**config.mk**
```make
export PLATFORM = sky130hd
export DESIGN_NAME = joy_serial_reader
export DESIGN_NICKNAME = d
export VERILOG_FILES = /design/src/rtl/joy_serial_reader.sv
export SDC_FILE = /design/constraint.sdc
export NUM_CORES = 1
export LEC_CHECK = 0
export ABC_AREA = 1
export CAP_MARGIN = 15
export CORE_MARGIN = 2
export CORE_UTILIZATION = 35
export DETAILED_ROUTE_END_ITERATION = 7
export SLEW_MARGIN = 40
export SYNTH_ARGS = -nofsm -noshare
export SYNTH_HDL_FRONTEND = slang
export SYNTH_SLANG_ARGS = --single-unit
```
**constraint.sdc**
```tcl
create_clock -name clk -period 2.4 [get_ports clk]
set_input_delay 0.36 -clock clk [delete_from_list [all_inputs] [get_ports clk]]
set_output_delay 0.36 -clock clk [all_outputs]
set_load 0.01 [all_outputs]
```
**src/rtl/joy_serial_reader.sv**
```systemverilog
`default_nettype none
// +----------------------------------------------------------------------------+
// | joy_serial_reader                                                          |
// | Serial gamepad reader for 74HC165-style chains with debounce and presence. |
// | Revision: 1.0                                                              |
// +----------------------------------------------------------------------------+
module joy_serial_reader #(
    parameter int PLAYERS  = 2,
    parameter int BITS     = 12,
    parameter int CLK_DIV  = 24,
    parameter int GAP      = 1000,
    parameter int DEBOUNCE = 2
) (
    input  logic                    clk,
    input  logic                    reset_n,
    input  logic                    enable,
    input  logic                    joy_data,
    output logic                    joy_clk,
    output logic                    joy_load,
    output logic [PLAYERS*BITS-1:0] joystick,
    output logic [PLAYERS-1:0]      present,
    output logic                    frame_valid
);

    localparam int N     = PLAYERS * BITS;
    localparam int DIV_W = (CLK_DIV > 1) ? $clog2(CLK_DIV) : 1;
    localparam int K_W   = $clog2(N + 1);
    localparam int GAP_W = $clog2(GAP + 1);
    localparam int HIST  = (DEBOUNCE > 1) ? DEBOUNCE - 1 : 1;

    localparam logic [DIV_W-1:0] c_DIV_LAST = DIV_W'(CLK_DIV - 1);
    localparam logic [K_W-1:0]   c_K_LAST   = K_W'(N - 1);
    localparam logic [GAP_W-1:0] c_GAP_LOAD = GAP_W'(GAP);
    localparam logic [GAP_W-1:0] c_GAP_ONE  = GAP_W'(1);

    localparam logic [1:0] c_IDLE   = 2'd0;
    localparam logic [1:0] c_LOAD   = 2'd1;
    localparam logic [1:0] c_SHIFT  = 2'd2;
    localparam logic [1:0] c_UPDATE = 2'd3;

    logic [1:0]       state_q, state_d;
    logic [DIV_W-1:0] div_q, div_d;
    logic             hi_q, hi_d;
    logic [K_W-1:0]   k_q, k_d;
    logic [GAP_W-1:0] gap_q, gap_d;
    logic [N-1:0]     raw_q, raw_d;
    logic [HIST-1:0][N-1:0] hist_q, hist_d;
    logic [N-1:0]     joy_q, joy_d;
    logic [PLAYERS-1:0] present_q, present_d;
    logic             fv_q, jclk_q, jclk_d, jload_q, jload_d;

    logic             w_frame_done;
    logic [PLAYERS-1:0] w_present;
    logic [N-1:0]     w_pmask;
    logic [N-1:0]     w_agree;

    always_comb begin
        state_d = state_q;
        div_d   = div_q;
        hi_d    = hi_q;
        k_d     = k_q;
        gap_d   = gap_q;
        raw_d   = raw_q;
        case (state_q)
            c_IDLE: begin
                if (gap_q != '0) gap_d = gap_q - 1'b1;
                // Leaving on the count-of-one cycle keeps IDLE at exactly GAP cycles.
                if (enable && (gap_q <= c_GAP_ONE)) begin
                    state_d = c_LOAD;
                    div_d   = c_DIV_LAST;
                end
            end
            c_LOAD: begin
                if (div_q == '0) begin
                    state_d = c_SHIFT;
                    div_d   = c_DIV_LAST;
                    hi_d    = 1'b0;
                    k_d     = '0;
                end else begin
                    div_d = div_q - 1'b1;
                end
            end
            c_SHIFT: begin
                if (div_q == '0) begin
                    div_d = c_DIV_LAST;
                    if (!hi_q) begin
                        hi_d       = 1'b1;
                        raw_d[k_q] = ~joy_data;
                    end else if (k_q == c_K_LAST) begin
                        state_d = c_UPDATE;
                        hi_d    = 1'b0;
                    end else begin
                        hi_d = 1'b0;
                        k_d  = k_q + 1'b1;
                    end
                end else begin
                    div_d = div_q - 1'b1;
                end
            end
            c_UPDATE: begin
                state_d = c_IDLE;
                gap_d   = c_GAP_LOAD;
            end
            default: state_d = c_IDLE;
        endcase
        jclk_d  = (state_d == c_SHIFT) && hi_d;
        jload_d = (state_d != c_LOAD);
    end

    assign w_frame_done = (state_q == c_UPDATE);

    // A pad whose slice reads all-ones (every wire bit low) is treated as unplugged.
    for (genvar p = 0; p < PLAYERS; p++) begin : g_pad
        assign w_present[p]              = ~&raw_q[p*BITS +: BITS];
        assign w_pmask[p*BITS +: BITS]   = {BITS{w_present[p]}};
    end

    always_comb begin
        w_agree = '1;
        for (int i = 0; i < DEBOUNCE - 1; i++) begin
            w_agree &= ~(hist_q[i] ^ raw_q);
        end
    end

    always_comb begin
        hist_d    = hist_q;
        joy_d     = joy_q;
        present_d = present_q;
        if (w_frame_done) begin
            hist_d[0] = raw_q & w_pmask;
            for (int i = 1; i < HIST; i++) begin
                hist_d[i] = hist_q[i-1] & w_pmask;
            end
            joy_d     = w_pmask & ((w_agree & raw_q) | (~w_agree & joy_q));
            present_d = w_present;
        end
    end

    always_ff @(posedge clk or negedge reset_n) begin
        if (!reset_n) begin
            state_q   <= c_IDLE;
            div_q     <= '0;
            hi_q      <= 1'b0;
            k_q       <= '0;
            gap_q     <= '0;
            raw_q     <= '0;
            hist_q    <= '0;
            joy_q     <= '0;
            present_q <= '0;
            fv_q      <= 1'b0;
            jclk_q    <= 1'b0;
            jload_q   <= 1'b1;
        end else begin
            state_q   <= state_d;
            div_q     <= div_d;
            hi_q      <= hi_d;
            k_q       <= k_d;
            gap_q     <= gap_d;
            raw_q     <= raw_d;
            hist_q    <= hist_d;
            joy_q     <= joy_d;
            present_q <= present_d;
            fv_q      <= w_frame_done;
            jclk_q    <= jclk_d;
            jload_q   <= jload_d;
        end
    end

    assign joy_clk     = jclk_q;
    assign joy_load    = jload_q;
    assign joystick    = joy_q;
    assign present     = present_q;
    assign frame_valid = fv_q;

endmodule
`default_nettype wire
```
==> results of run 1 <==
Yosys cell counts (2+ instances only):
cell                       number  area (um2)
sky130_fd_sc_hd__xor2_1         3        26.3
sky130_fd_sc_hd__nand2_2        4        25.0
sky130_fd_sc_hd__buf_4          4        30.0
sky130_fd_sc_hd__nor2_2         3        18.8
sky130_fd_sc_hd__clkinv_1       2        7.51
sky130_fd_sc_hd__xnor2_1        3        26.3
sky130_fd_sc_hd__inv_1         97         364
sky130_fd_sc_hd__nand2_1       90         338
sky130_fd_sc_hd__nor3_4         2        32.5
sky130_fd_sc_hd__dfrtp_1       99        2480
sky130_fd_sc_hd__o21ai_2        8        70.1
sky130_fd_sc_hd__o22ai_1       48         300
sky130_fd_sc_hd__clkinv_2       3        15.0
sky130_fd_sc_hd__nor2_4         3        33.8
sky130_fd_sc_hd__a31oi_1       16         100
sky130_fd_sc_hd__buf_6          3        33.8
sky130_fd_sc_hd__o21ai_1        3        15.0
sky130_fd_sc_hd__clkbuf_1       6        22.5
sky130_fd_sc_hd__ha_1          15         188
sky130_fd_sc_hd__a21oi_1       73         365
sky130_fd_sc_hd__nor3_1         9        45.0
sky130_fd_sc_hd__inv_2          3        11.3
sky130_fd_sc_hd__nand3b_1       2        15.0
sky130_fd_sc_hd__nand4_1        4        25.0
sky130_fd_sc_hd__o21ai_0        7        35.0
sky130_fd_sc_hd__nand3_1       20         100
sky130_fd_sc_hd__nor2_1        39         146
worst min-delay path by stage:
stage	startpoint	to	slack (ns)
6_report	reset_n	joystick[20]$_DFFE_PN0P_	0.001
5_1_grt	reset_n	joystick[20]$_DFFE_PN0P_	0.05
4_1_cts	reset_n	hist_q[18]$_DFFE_PN0P_	0.02
3_5_place_dp	reset_n	hist_q[20]$_DFFE_PN0P_	0.41
3_3_place_gp	reset_n	hist_q[23]$_DFFE_PN0P_	0.40
2_1_floorplan	reset_n	div_q[0]$_DFFE_PN0P_	0.06
power by group through the flow:
stage | Combinational [mW] | Sequential (mW) | Clock (mW)
after floorplan | 0.00904 | 1.72 | 0
after global placement | 0.0571 | 1.72 | 0
after detailed placement | 0.0585 | 1.72 | 0
after CTS | 0.0585 | 1.69 | 1.48
after global routing | 0.0636 | 1.69 | 1.54
final | 0.0545 | 1.69 | 1.44
final cells by class:
cell class / count / area share (%)
multi-input combinational: 358 / 34.2
timing repair buffer: 39 / 6.63
clock inverter: 7 / 1.15
tap: 180 / 3.90
sequential: 100 / 43.3
clock buffer: 9 / 3.90
inverter: 105 / 6.89
kinds of logic after synthesis:
| kind of cell | share of synthesized area (%) |
|---|---|
| AO/OA/AOI/OAI | 18.3 |
| AND/OR/NAND/NOR | 16.5 |
| adder cells (fa/ha/maj) | 3.77 |
| flip-flops | 50.3 |
| XOR/XNOR | 1.06 |
| buffers and inverters | 10.0 |
stage by stage:
step | cells | power (mW)
after floorplan | 578 | 1.73
after global placement | 782 | 1.78
after detailed placement | 782 | 1.78
after CTS | 798 | 3.22
after global routing | 798 | 3.29
final | 798 | 3.18
sequential cells by signal, summed over array words and instances (netlist names):
signal	count
frame_valid	1
hist_q	24
k_q	5
state_q	2
present	2
joy_clk	1
div_q	5
gap_q	10
raw_q	24
hi_q	1
joy_load	1
joystick	24
layer usage:
metal  up-vias  GRT usage [%]
li1       1987              -
met1      1858           18.8
met2        39           24.8
met3        17           3.32
met4         0           6.25
met5         -              0
critical path: stages (launching register included):
cell                       delay (ns)
sky130_fd_sc_hd__dfrtp_1         0.38
sky130_fd_sc_hd__inv_1           0.13
sky130_fd_sc_hd__ha_1            0.17
sky130_fd_sc_hd__inv_1           0.04
sky130_fd_sc_hd__nor2_1          0.12
sky130_fd_sc_hd__nand2_2         0.14
sky130_fd_sc_hd__inv_1           0.11
sky130_fd_sc_hd__ha_1            0.16
sky130_fd_sc_hd__nand2_2         0.09
sky130_fd_sc_hd__inv_1           0.11
sky130_fd_sc_hd__nand2_1         0.11
sky130_fd_sc_hd__clkinv_2        0.13
sky130_fd_sc_hd__a21oi_1         0.08
sky130_fd_sc_hd__a31oi_1         0.16
==> results.txt, run 1 <==
The number of buffers added for setup after CTS is 0. The number of endpoints failing setup at the final stage came out at 0. The internal power of the cells totals 2.43 mW.

Summed over all layers, the routed wires come to 10,300 um. After detailed routing, the average wire length per cell comes to 12.9 um. Once detailed placement completed, the half-perimeter wirelength came to 7320 um.

The floorplan has 43 rows. The port buffer count is 32. The synthesized netlist net count came out at 597.

The min-delay analysis places its worst path in the category in -> async. The switching share of power came out at 23.5%. STA puts the critical path data arrival time at 2.26 ns. For the worst-skew pair, the clock arrives at the later sink with an insertion delay of 0.35 ns. The number of instances resized during post-cts repair came out at 0.

The routed length on met2 is 5140 um. During synthesis, Yosys emitted a total of 0 warnings. The via-per-instance ratio is 4.89. The max-slew violation total from the final report is 0. The post-route antenna net violation count came out at 0. After routing the design area is 0.00578 mm2. The die is 123 um wide.

The worst setup path is of the reg -> reg kind. The number of enable flip-flop cells after synthesis came out at 0. Headroom to the max-slew limit came out at 61.2%. The maximum clock skew at final layout is 0.00766 ns. The final sum of negative setup slack came out at 0 ns. The number of violations of the max-capacitance limit is 0.

The distinct cell type count of the synthesized netlist is 36. The CTS tree is done. The final hold slack came out at 0.00123 ns. The power density over the cells is 550 mW/mm2. Each instance of the synthesized netlist takes up on average 8.61 um2. After detailed routing, the met3 layer carries 283 um of wire. The static power due to leakage came out at 2.80 nW.

Across every metal layer, demand over resource in global routing totals 14.9%. The most critical setup path has its startpoint at div_q[0]$_DFFE_PN0P_. The sequential cells in the finished layout cover a total of 0.00250 mm2. The post-layout net count came out at 632.

At the pin with the least slew margin, the transition time is 0.582 ns. Counting flops and latches in the post-synthesis netlist gives 100. The placer congestion estimate is 0.845. CTS placed an instance of sky130_fd_sc_hd__clkbuf_16 at the clock tree root. In the final layout, the multi-input gates occupy 0.00198 mm2.

The nature of the critical path startpoint is a flop. The vias after detailed routing is 3,901. The DRC violation total after the first TritonRoute iteration is 282. Clock tree synthesis inserted a total of 9 buffers.

The flow ran to the end, and the final reports show no timing, DRC or antenna violations. After floorplanning, the core was sized to cover 0.0139 mm2. 0 antenna diodes ended up in the layout. The critical path ends at raw_q[5]$_DFFE_PN0P_.

In this run the critical register-to-register path is launched from div_q[0]$_DFFE_PN0P_. The share of synthesized area occupied by flip-flops and latches is 50.3%. The H-tree was split into 3 levels. The number of filler cells placed in the layout is 1,341.

The via count of the first global-routing pass is 3,868. The final count of hold timing violations is 0. Setup repair after global routing left no endpoint under its margin.

At the placement stage, the worst setup path has a slack of 0.449 ns. For this run, design rule violations remaining after detail routing come to 0. The final worst slack came out at 0.417 ns. The boundary pin count came out at 33.

Once placement finished, the instance area stood at 0.00549 mm2. The library cell used most frequently in the layout, excluding fill and tap cells, is sky130_fd_sc_hd__dfrtp_1. The fraction of registers with async set or reset after synthesis is 100%. The layout-stage area growth over the synthesis result came out at 16.1%. The share of layout cells above drive strength 1 is 9.22%. Setup slack on the worst reg-to-reg path comes out at 0.42 ns. The full die area is 0.0152 mm2. The endpoint identified for the worst register-to-register timing path is raw_q[5]$_DFFE_PN0P_.

The number of detailed-route iterations in the first pass came out at 4. The switching power came out at 0.747 mW. The initial core utilization is 35.8%. The required time reported for the critical path endpoint came out at 2.68 ns. The worst-case IR drop observed on VDD is 0.000365 V. The relative contribution of combinational cells to total power came out at 1.7%. The part of the power in registers came out at 53.1%. The number of antenna violations at the first check in global routing was 0.

The first-pass GRT wire length is 17,900 um. In this run the top signal layer used is met4. The synthesized instance count is 578. Cells fill 41.6% of the core in the end.

The clock-pin slew on the worst setup and hold paths is 0.08 ns. The clock sink total came out at 100. The length in cells of the worst reg-to-reg path is 13.

The post-route clock period utilization is 82.6%. The largest fanout on the critical path came out at 9. The maximum clock path buffer count came out at 2. The total of hold buffers inserted after clock tree synthesis is 0.

The worst setup path is captured at a flop. The top achievable clock speed is 0.504 GHz. Leaving out fill and tap cells, the most frequent cells in the layout are 99 x sky130_fd_sc_hd__dfrtp_1, 97 x sky130_fd_sc_hd__inv_1, 90 x sky130_fd_sc_hd__nand2_1. The time the worst path needs with I/O delays and setup came out at 1.98 ns.

The leading register cell type out of synthesis is sky130_fd_sc_hd__dfrtp_1. After global routing the overflow that remains totals 0. The met1 wire length came out at 4660 um.

The cell area after synthesis is 0.00497 mm2. The pin count of the biggest net entering global routing came out at 44. The floorplan die height came out at 123 um. The clock share of power came out at 45.2%.
Power figures use the tool's default switching activity.
==> run 2: changes to the inputs <==
- clock period: 2.4 -> 1.85 ns (I/O delays scaled with it)
==> run 2 against run 1 <==
Die area unchanged. Flip-flop and latch count unchanged. Register-to-register slack got worse by 0.28 ns. Clock skew down 0.0018 ns. Critical path type unchanged.
==> results.txt, run 2 (same netlist as run 1, synthesis figures left out) <==
The static power due to leakage came to 2.90 nW (+3.7%). The initial core utilization is 35.8% (unchanged). The critical path is of the reg -> reg type. The full die area is 0.0152 mm2 (unchanged).

TritonCTS built the clock tree. The placement-stage worst setup slack came out at -0.0220 ns (-0.471 ns). The number of detailed-route iterations in the first pass is 4 (unchanged). The clock sink total came out at 100 (unchanged). The post-placement cell count is 787 (+0.64%). The placer congestion estimate is 0.825 (-2.4%). The pin count of the biggest net entering global routing is 36 (-18%).

The arrival time of the worst setup path came to 1.98 ns (-0.28 ns). The total clock buffers created by CTS is 9 (unchanged). The insertion delay of the later-clocked pin in the worst-skew pair came out at 0.34 ns (about the same). Setup repair after global routing could not meet its margin everywhere. The share of layout cells above drive strength 1 is 12.7% (+3.4 points). In the layout the commonest cells are 99 x sky130_fd_sc_hd__dfrtp_1, 94 x sky130_fd_sc_hd__inv_1, 87 x sky130_fd_sc_hd__nand2_1.

The layout-stage area growth over the synthesis result came out at 20.5%. The number of antenna violations at the first check in global routing was 0 (unchanged). The boundary pin count is 33 (unchanged). The via count of the first global-routing pass was 3,795 (-1.9%). The final non-filler cell total is 812 (+1.8%). The top achievable clock speed came out at 0.583 GHz (+16%). The number of endpoints failing setup at the final stage is 0 (unchanged). The worst-case headroom to the max-slew limit came out at 67.6% (+6.4 points). The detailed placement HPWL came to 7340 um (+0.29%). The final worst slack is 0.135 ns (-0.282 ns). The sum of overflow across all layers after global routing came to 0 (unchanged). The largest fanout on the critical path is 8 (-1).

The cell sitting at the root of the clock tree is a sky130_fd_sc_hd__clkbuf_16. The final sum of negative setup slack came to 0 ns (unchanged). The worst vdd rail ir drop came out at 0.000379 V (+3.8%). The vias after detailed routing is 3,960 (+1.5%). STA classifies the critical path startpoint as a flop. The post-route clock period utilization came out at 92.7% (+10 points). The total global routing track utilization came out at 14.7% (-0.26 points). The length in cells of the worst reg-to-reg path came out at 13 (unchanged).

The core area is 0.0139 mm2 (unchanged). The floorplan die height is 123 um (unchanged). The final hold slack came out at 0.446 ns (+0.445 ns).

The final core area utilization is 43.2% (+1.6 points). The max-slew violation total from the final report is 0 (unchanged). The post-route antenna net violation count is 0 (unchanged). The routed wirelength normalized by instance count came out at 12.9 um (about the same).

The maximum clock path buffer count is 2 (unchanged). The port buffer count is 32 (unchanged). The overall power consumption is 4.33 mW (+36%). The run finished with clean final reports. In this run the worst hold path is classified as in -> async. The commonest non-fill, non-tap cell in the layout is sky130_fd_sc_hd__dfrtp_1.

The number of antenna repair diodes is 0 (unchanged). The deepest level of the CTS H-tree is 3 (unchanged). The standard cell area after detailed placement is 0.00555 mm2 (+1.1%). The clock-pin slew on the worst setup and hold paths is 0.07 ns (about the same). The final routed DRC violation total came out at 0 (unchanged). The endpoint type of the worst setup path is a flop.

The time the worst path needs with I/O delays and setup was 1.71 ns (-0.268 ns). The post-layout instance area came out at 0.00599 mm2 (+3.8%). The standard-cell row count came to 43 (unchanged).

The power density over the cells came out at 722 mW/mm2 (+31%). The via-per-instance ratio came out at 4.88 (-0.24%). The required time reported for the critical path endpoint was 2.12 ns (-0.56 ns). The post-layout net count came out at 646 (+2.2%).

The first-pass GRT wire length came out at 17,600 um (-1.7%). The DRC violation total after the first TritonRoute iteration came out at 253 (-10%). The maximum clock skew at final layout came out at 0.00590 ns (-0.00176 ns). The total wirelength of the detailed-routed design is 10,500 um (+1.7%). The number of violations of the max-capacitance limit is 0 (unchanged).

The worst-margin pin slew is 0.484 ns (-0.0984 ns). The final count of hold timing violations came out at 0 (unchanged). The floorplan die width came out at 123 um (unchanged).
==> run 2: power by group <==
group,internal (mW),switching (mW)
Clock,1.22,0.840
Sequential,2.19,0.00164
Combinational,0.0197,0.0562
==> run 2: path summary, 6_finish.rpt <==
kind                                   startpoint                  endpoint  slack, ns
setup reg to reg             div_q[1]$_DFFE_PN0P_      raw_q[9]$_DFFE_PN0P_       0.14
max in group asynchronous                 reset_n     raw_q[16]$_DFFE_PN0P_       0.85
hold reg to reg            present[0]$_DFFE_PN0P_    present[0]$_DFFE_PN0P_       0.49
min in group clk           present[0]$_DFFE_PN0P_    present[0]$_DFFE_PN0P_       0.49
setup / recovery             div_q[1]$_DFFE_PN0P_      raw_q[9]$_DFFE_PN0P_       0.14
hold / removal                            reset_n  joystick[21]$_DFFE_PN0P_       0.45
==> run 2: metal layers <==
metal / vias to the layer above / track usage, % / routed length (um)
li1: 2011 / - / -
met1: 1899 / 18.5 / 4820
met2: 38 / 24.8 / 5260
met3: 12 / 2.68 / 231
met4: 0 / 6.11 / 173
met5: - / 0 / 0
==> run 2: layout make-up <==
| type | count | area [um2] |
|---|---|---|
| Multi-Input combinational cell | 358 | 2020 |
| Timing Repair Buffer | 53 | 515 |
| Clock inverter | 6 | 86.3 |
| Inverter | 105 | 407 |
| Fill cell | 1340 | 7890 |
| Clock buffer | 10 | 239 |
| Sequential cell | 100 | 2500 |
| Tap cell | 180 | 225 |
==> run 2: timing repair <==
action / 4_1_cts / 5_1_grt
setup buffers: 0 / 8
hold endpoints to repair: 31 / 0
pin swaps: 0 / 2
cloned: 0 / 0
hold buffers: 1 / 0
resized for setup: 4 / 15
endpoints found under the setup margin: 6 / 29
==> run 2: critical path, stage by stage (launching register included) <==
cell and delay, ns:
sky130_fd_sc_hd__dfrtp_1 0.40, sky130_fd_sc_hd__inv_2 0.08, sky130_fd_sc_hd__ha_1 0.14, sky130_fd_sc_hd__inv_1 0.05, sky130_fd_sc_hd__nor2_2 0.08, sky130_fd_sc_hd__nand2_2 0.08
sky130_fd_sc_hd__inv_2 0.08, sky130_fd_sc_hd__ha_4 0.13, sky130_fd_sc_hd__nand2_4 0.07, sky130_fd_sc_hd__inv_4 0.10, sky130_fd_sc_hd__nand2_2 0.09, sky130_fd_sc_hd__inv_4 0.10
sky130_fd_sc_hd__a21oi_1 0.08, sky130_fd_sc_hd__a31oi_1 0.14
